### src/rtl/cordic_pkg.sv
// Shared word type, latency and float constants for the cosine streaming controller.
package cordic_pkg;

    localparam int unsigned DATA_W      = 32;
    localparam int unsigned COS_LATENCY = 4;

    typedef logic [DATA_W-1:0] float_t;

    localparam float_t FP_ZERO   = 32'h0000_0000;
    localparam float_t FP_ONE    = 32'h3F80_0000;
    localparam float_t FP_HALF   = 32'h3F00_0000;
    localparam float_t FP_PI_3   = 32'h3F86_0A92;
    localparam float_t FP_PI_2   = 32'h3FC9_0FDB;
    localparam float_t FP_PI     = 32'h4049_0FDB;
    localparam float_t FP_M_ONE  = 32'hBF80_0000;
    localparam float_t FP_M_HALF = 32'hBF00_0000;

endpackage

### src/rtl/cosine_stream_ctrl_if.sv
// Angle-in / result-out valid-ready stream bundle of the cosine controller.
interface cosine_stream_ctrl_if #(
    parameter int unsigned DATA_W = cordic_pkg::DATA_W
);

    logic              in_valid;
    logic              in_ready;
    logic [DATA_W-1:0] in_angle;
    logic              out_valid;
    logic              out_ready;
    logic [DATA_W-1:0] out_result;

    modport master (
        output in_valid, in_angle, out_ready,
        input  in_ready, out_valid, out_result
    );

    modport slave (
        input  in_valid, in_angle, out_ready,
        output in_ready, out_valid, out_result
    );

endinterface

### src/rtl/sync_fifo.sv
// Single-clock FIFO with show-ahead read; storage is deliberately left unreset.
module sync_fifo #(
    parameter int unsigned DATA_W = 32,
    parameter int unsigned DEPTH  = 8
) (
    input  logic                   clk_i,
    input  logic                   rst_ni,
    input  logic                   wr_en_i,
    input  logic [DATA_W-1:0]      wr_data_i,
    input  logic                   rd_en_i,
    output logic [DATA_W-1:0]      rd_data_o,
    output logic [$clog2(DEPTH):0] count_o,
    output logic                   full_o,
    output logic                   empty_o
);

    localparam int unsigned PtrW = $clog2(DEPTH);
    localparam logic [PtrW:0] FullCnt = (PtrW + 1)'(DEPTH);

    logic [DATA_W-1:0] mem_q [DEPTH];
    logic [PtrW-1:0]   wr_ptr_q, wr_ptr_d;
    logic [PtrW-1:0]   rd_ptr_q, rd_ptr_d;
    logic [PtrW:0]     count_q, count_d;
    logic              do_wr, do_rd;

    assign full_o    = (count_q == FullCnt);
    assign empty_o   = (count_q == '0);
    assign do_rd     = rd_en_i && !empty_o;
    // A write into a full FIFO is only taken when a pop frees the slot this edge.
    assign do_wr     = wr_en_i && (!full_o || do_rd);
    assign rd_data_o = mem_q[rd_ptr_q];
    assign count_o   = count_q;

    always_comb begin
        wr_ptr_d = wr_ptr_q;
        rd_ptr_d = rd_ptr_q;
        count_d  = count_q;
        if (do_wr) wr_ptr_d = wr_ptr_q + PtrW'(1);
        if (do_rd) rd_ptr_d = rd_ptr_q + PtrW'(1);
        if (do_wr && !do_rd) begin
            count_d = count_q + (PtrW + 1)'(1);
        end else if (!do_wr && do_rd) begin
            count_d = count_q - (PtrW + 1)'(1);
        end
    end

    always_ff @(posedge clk_i or negedge rst_ni) begin
        if (!rst_ni) begin
            wr_ptr_q <= '0;
            rd_ptr_q <= '0;
            count_q  <= '0;
        end else begin
            wr_ptr_q <= wr_ptr_d;
            rd_ptr_q <= rd_ptr_d;
            count_q  <= count_d;
        end
    end

    always_ff @(posedge clk_i) begin
        if (do_wr) mem_q[wr_ptr_q] <= wr_data_i;
    end

endmodule

### src/rtl/cosine_stream_ctrl.sv
// Credit-based streaming wrapper around a fixed-latency, non-stallable cosine pipeline.
module cosine_stream_ctrl
    import cordic_pkg::*;
#(
    parameter int unsigned DATA_W  = cordic_pkg::DATA_W,
    parameter int unsigned LATENCY = COS_LATENCY,
    parameter int unsigned DEPTH   = 8
) (
    input  logic                   clk,
    input  logic                   reset,
    cosine_stream_ctrl_if.slave    stream,
    output logic [DATA_W-1:0]      cos_angle,
    input  logic [DATA_W-1:0]      cos_result,
    output logic                   cos_clk_en,
    output logic                   cos_reset,
    output logic [$clog2(DEPTH):0] occupancy
);

    localparam int unsigned OccW = $clog2(DEPTH) + 1;
    localparam int unsigned CntW = $clog2(LATENCY + 1);
    localparam logic [OccW-1:0] DepthOcc = OccW'(DEPTH);
    localparam logic [CntW-1:0] RstLast  = CntW'(LATENCY - 1);

    logic               in_ready, accept, pop;
    logic               acc_q, acc_d;
    logic [LATENCY-1:0] vld_q, vld_d;
    logic [DATA_W-1:0]  angle_q, angle_d;
    logic [OccW-1:0]    occ_q, occ_d;
    logic [CntW-1:0]    rst_cnt_q, rst_cnt_d;
    logic               cos_rst_q, cos_rst_d;
    logic               fifo_wr, fifo_full, fifo_empty;
    logic [DATA_W-1:0]  fifo_rdata;
    logic [OccW-1:0]    fifo_count;

    // Credits cover in-flight angles plus queued results, so the FIFO can never overflow.
    assign in_ready = !cos_rst_q && (occ_q < DepthOcc);
    assign accept   = stream.in_valid && in_ready;
    assign pop      = !fifo_empty && stream.out_ready;
    assign fifo_wr  = vld_q[LATENCY-1];

    always_comb begin
        acc_d     = accept;
        vld_d     = (vld_q << 1) | LATENCY'(acc_q);
        angle_d   = accept ? stream.in_angle : angle_q;
        occ_d     = occ_q;
        rst_cnt_d = rst_cnt_q;
        cos_rst_d = cos_rst_q;
        if (accept && !pop) begin
            occ_d = occ_q + OccW'(1);
        end else if (!accept && pop) begin
            occ_d = occ_q - OccW'(1);
        end
        if (cos_rst_q) begin
            rst_cnt_d = rst_cnt_q + CntW'(1);
            if (rst_cnt_q == RstLast) cos_rst_d = 1'b0;
        end
    end

    always_ff @(posedge clk or negedge reset) begin
        if (!reset) begin
            acc_q     <= 1'b0;
            vld_q     <= '0;
            angle_q   <= '0;
            occ_q     <= '0;
            rst_cnt_q <= '0;
            cos_rst_q <= 1'b1;
        end else begin
            acc_q     <= acc_d;
            vld_q     <= vld_d;
            angle_q   <= angle_d;
            occ_q     <= occ_d;
            rst_cnt_q <= rst_cnt_d;
            cos_rst_q <= cos_rst_d;
        end
    end

    sync_fifo #(
        .DATA_W (DATA_W),
        .DEPTH  (DEPTH)
    ) u_result_fifo (
        .clk_i     (clk),
        .rst_ni    (reset),
        .wr_en_i   (fifo_wr),
        .wr_data_i (cos_result),
        .rd_en_i   (pop),
        .rd_data_o (fifo_rdata),
        .count_o   (fifo_count),
        .full_o    (fifo_full),
        .empty_o   (fifo_empty)
    );

    assign stream.in_ready   = in_ready;
    assign stream.out_valid  = !fifo_empty;
    assign stream.out_result = fifo_empty ? '0 : fifo_rdata;
    assign cos_angle         = angle_q;
    assign cos_reset         = cos_rst_q;
    assign cos_clk_en        = reset;
    assign occupancy         = occ_q;

    no_overflow_a: assert property (@(posedge clk) disable iff (!reset)
        !(fifo_wr && fifo_full && !pop));
    credit_bound_a: assert property (@(posedge clk) disable iff (!reset)
        fifo_count <= occ_q);

endmodule

### src/flat_wrapper.sv
// flat-port wrapper written by rule: the top's interface ports become plain ports
module cosine_stream_ctrl_flat import cordic_pkg::*;
#(
    parameter int unsigned DATA_W  = cordic_pkg::DATA_W,
    parameter int unsigned LATENCY = COS_LATENCY,
    parameter int unsigned DEPTH   = 8
)
  (clk, reset, cos_angle, cos_result, cos_clk_en, cos_reset, occupancy, stream_in_valid, stream_in_angle, stream_out_ready, stream_in_ready, stream_out_valid, stream_out_result);
  cosine_stream_ctrl_if #(.DATA_W(DATA_W)) stream_i ();
  input  logic clk;
  input  logic reset;
  output logic [DATA_W-1:0] cos_angle;
  input  logic [DATA_W-1:0] cos_result;
  output logic cos_clk_en;
  output logic cos_reset;
  output logic [$clog2(DEPTH):0] occupancy;
  input wire logic [$bits(stream_i.in_valid)-1:0] stream_in_valid;
  input wire logic [$bits(stream_i.in_angle)-1:0] stream_in_angle;
  input wire logic [$bits(stream_i.out_ready)-1:0] stream_out_ready;
  output wire logic [$bits(stream_i.in_ready)-1:0] stream_in_ready;
  output wire logic [$bits(stream_i.out_valid)-1:0] stream_out_valid;
  output wire logic [$bits(stream_i.out_result)-1:0] stream_out_result;
  assign stream_i.in_valid = stream_in_valid;
  assign stream_i.in_angle = stream_in_angle;
  assign stream_i.out_ready = stream_out_ready;
  assign stream_in_ready = stream_i.in_ready;
  assign stream_out_valid = stream_i.out_valid;
  assign stream_out_result = stream_i.out_result;
  cosine_stream_ctrl #(.DATA_W(DATA_W), .LATENCY(LATENCY), .DEPTH(DEPTH)) u_core (.clk(clk), .reset(reset), .stream(stream_i), .cos_angle(cos_angle), .cos_result(cos_result), .cos_clk_en(cos_clk_en), .cos_reset(cos_reset), .occupancy(occupancy));
endmodule
### config.mk
export PLATFORM = sky130hd
export DESIGN_NAME = cosine_stream_ctrl_flat
export DESIGN_NICKNAME = d
export VERILOG_FILES = /design/src/rtl/cordic_pkg.sv /design/src/rtl/cosine_stream_ctrl_if.sv /design/src/rtl/sync_fifo.sv /design/src/rtl/cosine_stream_ctrl.sv /design/src/flat_wrapper.sv
export SDC_FILE = /design/constraint.sdc
export NUM_CORES = 1
export LEC_CHECK = 0
export ABC_CLOCK_PERIOD_IN_PS = 11500
export CAP_MARGIN = 10
export CORE_MARGIN = 2
export CORE_UTILIZATION = 52
export DETAILED_ROUTE_END_ITERATION = 6
export HOLD_SLACK_MARGIN = 0.05
export PLACE_DENSITY = 0.87
export SLEW_MARGIN = 5
export SYNTH_ARGS = -nofsm -noshare
export SYNTH_HDL_FRONTEND = slang
export SYNTH_SLANG_ARGS = --single-unit
### constraint.sdc
create_clock -name clk -period 11.5 [get_ports clk]
set_input_delay 2.3 -clock clk [delete_from_list [all_inputs] [get_ports clk]]
set_output_delay 2.3 -clock clk [all_outputs]
set_load 0.02 [all_outputs]
==> impl_metrics.ini <==
[outcome]
status = complete, no violations

[global_route]
grt_start_max_net_pins = 57
first_global_vias = 6537
grt_pass1_wl_um = 36900
met3_usage_pct = 5.44
grt.busiest_layer = met2
overflow = 0
grtUsageMet1_pct = 24.9
grtUsageTotal_pct = 20.1
gr-usage-met2_pct = 35.2
antenna_found_initial = 1

[clocking]
cts_inserted_buffers = 31
clock_tree.root_cell = clkbuf_16
cts_tree = yes
insertion_delay_ns = 0.56
cts_buffer_depth = 3
cts_max_level = 1
postCtsResizedCells = 0
clock-sinks = 311
cts_hold_buf = 0
post_cts_buffers = 0
path_clk_slew_ns = 0.06

[floorplan]
die_area_um2 = 24300
start_util_pct = 53.0
die_y_um = 156
num_rows = 55
pin_count = 140
die_w_um = 156
core_area_um2 = 22600

[synth]
ys_types = 36
synth_seq_area_share_pct = 75.5
synth-seq-cells = 311
synth_flop_cell = edfxtp_1
synth_top_area_share_pct = 64.0
synth_edf_count = 256
synth_area_leaders = edfxtp_1 64%, mux4_2 12%, dfrtp_1 11%
syn_area_um2 = 12000
synth_warnings = 0
synth_cells = 555
avgSynthCellArea_um2 = 21.6
ys_async_sr_fraction_pct = 17.7
synth_fp_nets = 635
synth_top_area_cell = edfxtp_1

[critical_path]
crit_path_end_kind = output port
cp_top_family = buffers and inverters
cpMaxStageDelayCell = clkdlybuf4s50_1
timing_worst_setup_path_type = input pin to output port
path_buf_inv = 3
path_cells = buf_2, buf_4, clkdlybuf4s50_1
worstPathRequired_ns = 9.20
arrival_ns = 3.66
max_stage_delay_ns = 0.74
critPathMaxFanout = 56
worstSetupStartpointType = input pin

[power_and_ir_drop]
vdd.ir_drop.worst_uv = 155
total_leakage_power_nw = 5.00
p_per_area_nw_per_um2 = 271

[timing]
timing.final.hold_violations = 0
setup_slack_ns = 5.54
holdWs_ns = 0.346
skew_ns = 0.0161
finalSetupViolCount = 0
period_needed_ns = 5.96
worstMarginPinSlew_ns = 1.09
fmax_mhz = 168
slew_viol_final = 0
rsz0062_at_grt = false
timing.slew.headroom_pct = 27.3
finalSetupTns_ns = 0
period_share_pct = 51.9

[placement]
dp_hpwl_um = 13400
place.port_buffers = 139
place_ws_ns = 5.48
dpl_cell_area_um2 = 13700
finalWeightedCongestion = 0.727

[layout]
area_growth_pct = 22.8
layout-drive-gt1-share_pct = 24.4
nFillCells = 1421
final_area_um2 = 14700
fin_nets = 789
diodes = 0

[routing]
vias = 5982
avgRoutedWirePerCell_um = 23.6
drtPass1Iterations = 4
routed_wl_um = 24000
drc = 0
viasPerCell = 5.88
ant_nets = 0
drt_iter0_drc = 383

[worst_hold_path]
hp-class = flop to flop

[job]
cap_violations = 0
## area by class of cell
cell class | count | area, µm² | area share, %
sequential | 311 | 9070 | 61.5
tap | 285 | 357 | 2.42
clock buffer | 37 | 838 | 5.68
timing repair buffer | 151 | 1480 | 10.0
multi-input combinational | 210 | 2780 | 18.8
clock inverter | 20 | 214 | 1.45
inverter | 4 | 15.0 | 0.102
## cell families after synthesis
kind of cell	count (synthesis)	synth area share, %
AOI/OAI and AO/OA	48	3.26
xor gates and xnor gates	9	0.656
adders and majority gates	12	1.38
buffers and inverters	34	1.85
DFF	311	75.5
muxes	103	15.6
and+or+nand+nor	38	1.74
## placed cells by master, fill, tap and decap left out, types with 3 or more instances in the layout
master and count:
a21oi_1 5, a22o_1 32, buf_4 12, bufinv_16 4, clkbuf_16 31, clkbuf_8 4, clkdlybuf4s50_1 138, clkinv_1 5
clkinv_2 4, dfrtp_1 52, edfxtp_1 256, ha_1 10, inv_1 4, mux2_2 37, mux4_2 64, nand2_1 6
nand2b_1 3, nand3_1 5, nor2_4 3, nor3_2 4, o211ai_1 6, or3_1 3, xnor2_1 8
## state kept, by name (all words and copies together), names as in the netlist
| name | flops |
|---|---|
| u_core.occupancy | 4 |
| u_core.u_result_fifo.wr_ptr_q | 3 |
| u_core.acc_q | 1 |
| u_core.vld_q | 4 |
| u_core.u_result_fifo.count_o | 4 |
| u_core.u_result_fifo.mem_q | 256 |
| u_core.cos_angle | 32 |
| u_core.u_result_fifo.rd_ptr_q | 3 |
| u_core.cos_reset | 1 |
| u_core.rst_cnt_q | 3 |
## metal layers
layer	routed length (µm)	vias up
li1	-	2596
met1	9140	3073
met2	12300	271
met3	2150	40
met5	13	-
met4	456	2
## final timing paths
path | startpoint | end | slack, ns | cells past startpoint
min in group asynchronous | reset | u_core.occupancy[1] | 1.87 | 2
worst max register to register | u_core.u_result_fifo.count_o[0] | u_core.u_result_fifo.count_o[3] | 8.54 | 9
worst min register to register | u_core.vld_q[0] | u_core.vld_q[1] | 0.35 | 0
worst min-delay path | u_core.vld_q[0] | u_core.vld_q[1] | 0.35 | 0
max in group asynchronous | reset | u_core.u_result_fifo.rd_ptr_q[0] | 9.12 | 2
worst max-delay path | reset | cos_clk_en | 5.54 | 3
## metrics by stage
| step | utilization [%] | std cells | power [mW] |
|---|---|---|---|
| 2_1_floorplan | - | 555 | 2.48 |
| 3_3_place_gp | 60.5 | 961 | 2.96 |
| 3_5_place_dp | 60.5 | 961 | 3.01 |
| 4_1_cts | 65.1 | 1018 | 4.05 |
| 5_1_grt | 65.1 | 1018 | 4.18 |
| 6_report | 65.1 | 1018 | 4.00 |
## Yosys cell counts, drive strengths merged (4+ instances only)
| cell type | number |
|---|---|
| a21oi | 5 |
| a22o | 32 |
| buf | 22 |
| clkbuf | 8 |
| dfrtp | 54 |
| edfxtp | 256 |
| ha | 10 |
| inv | 4 |
| mux2 | 37 |
| mux4 | 64 |
| nand2 | 6 |
| nand3 | 5 |
| nor2 | 5 |
| nor3 | 6 |
| o211ai | 6 |
| xnor2 | 8 |
## where the power goes
part / internal, mW / switching [mW] / total (mW)
clock: 0.609 / 0.411 / 1.02
sequential: 1.42 / 0.141 / 1.56
combinational: 0.721 / 0.703 / 1.42
No activity file was read; power rests on OpenSTA's default activity.
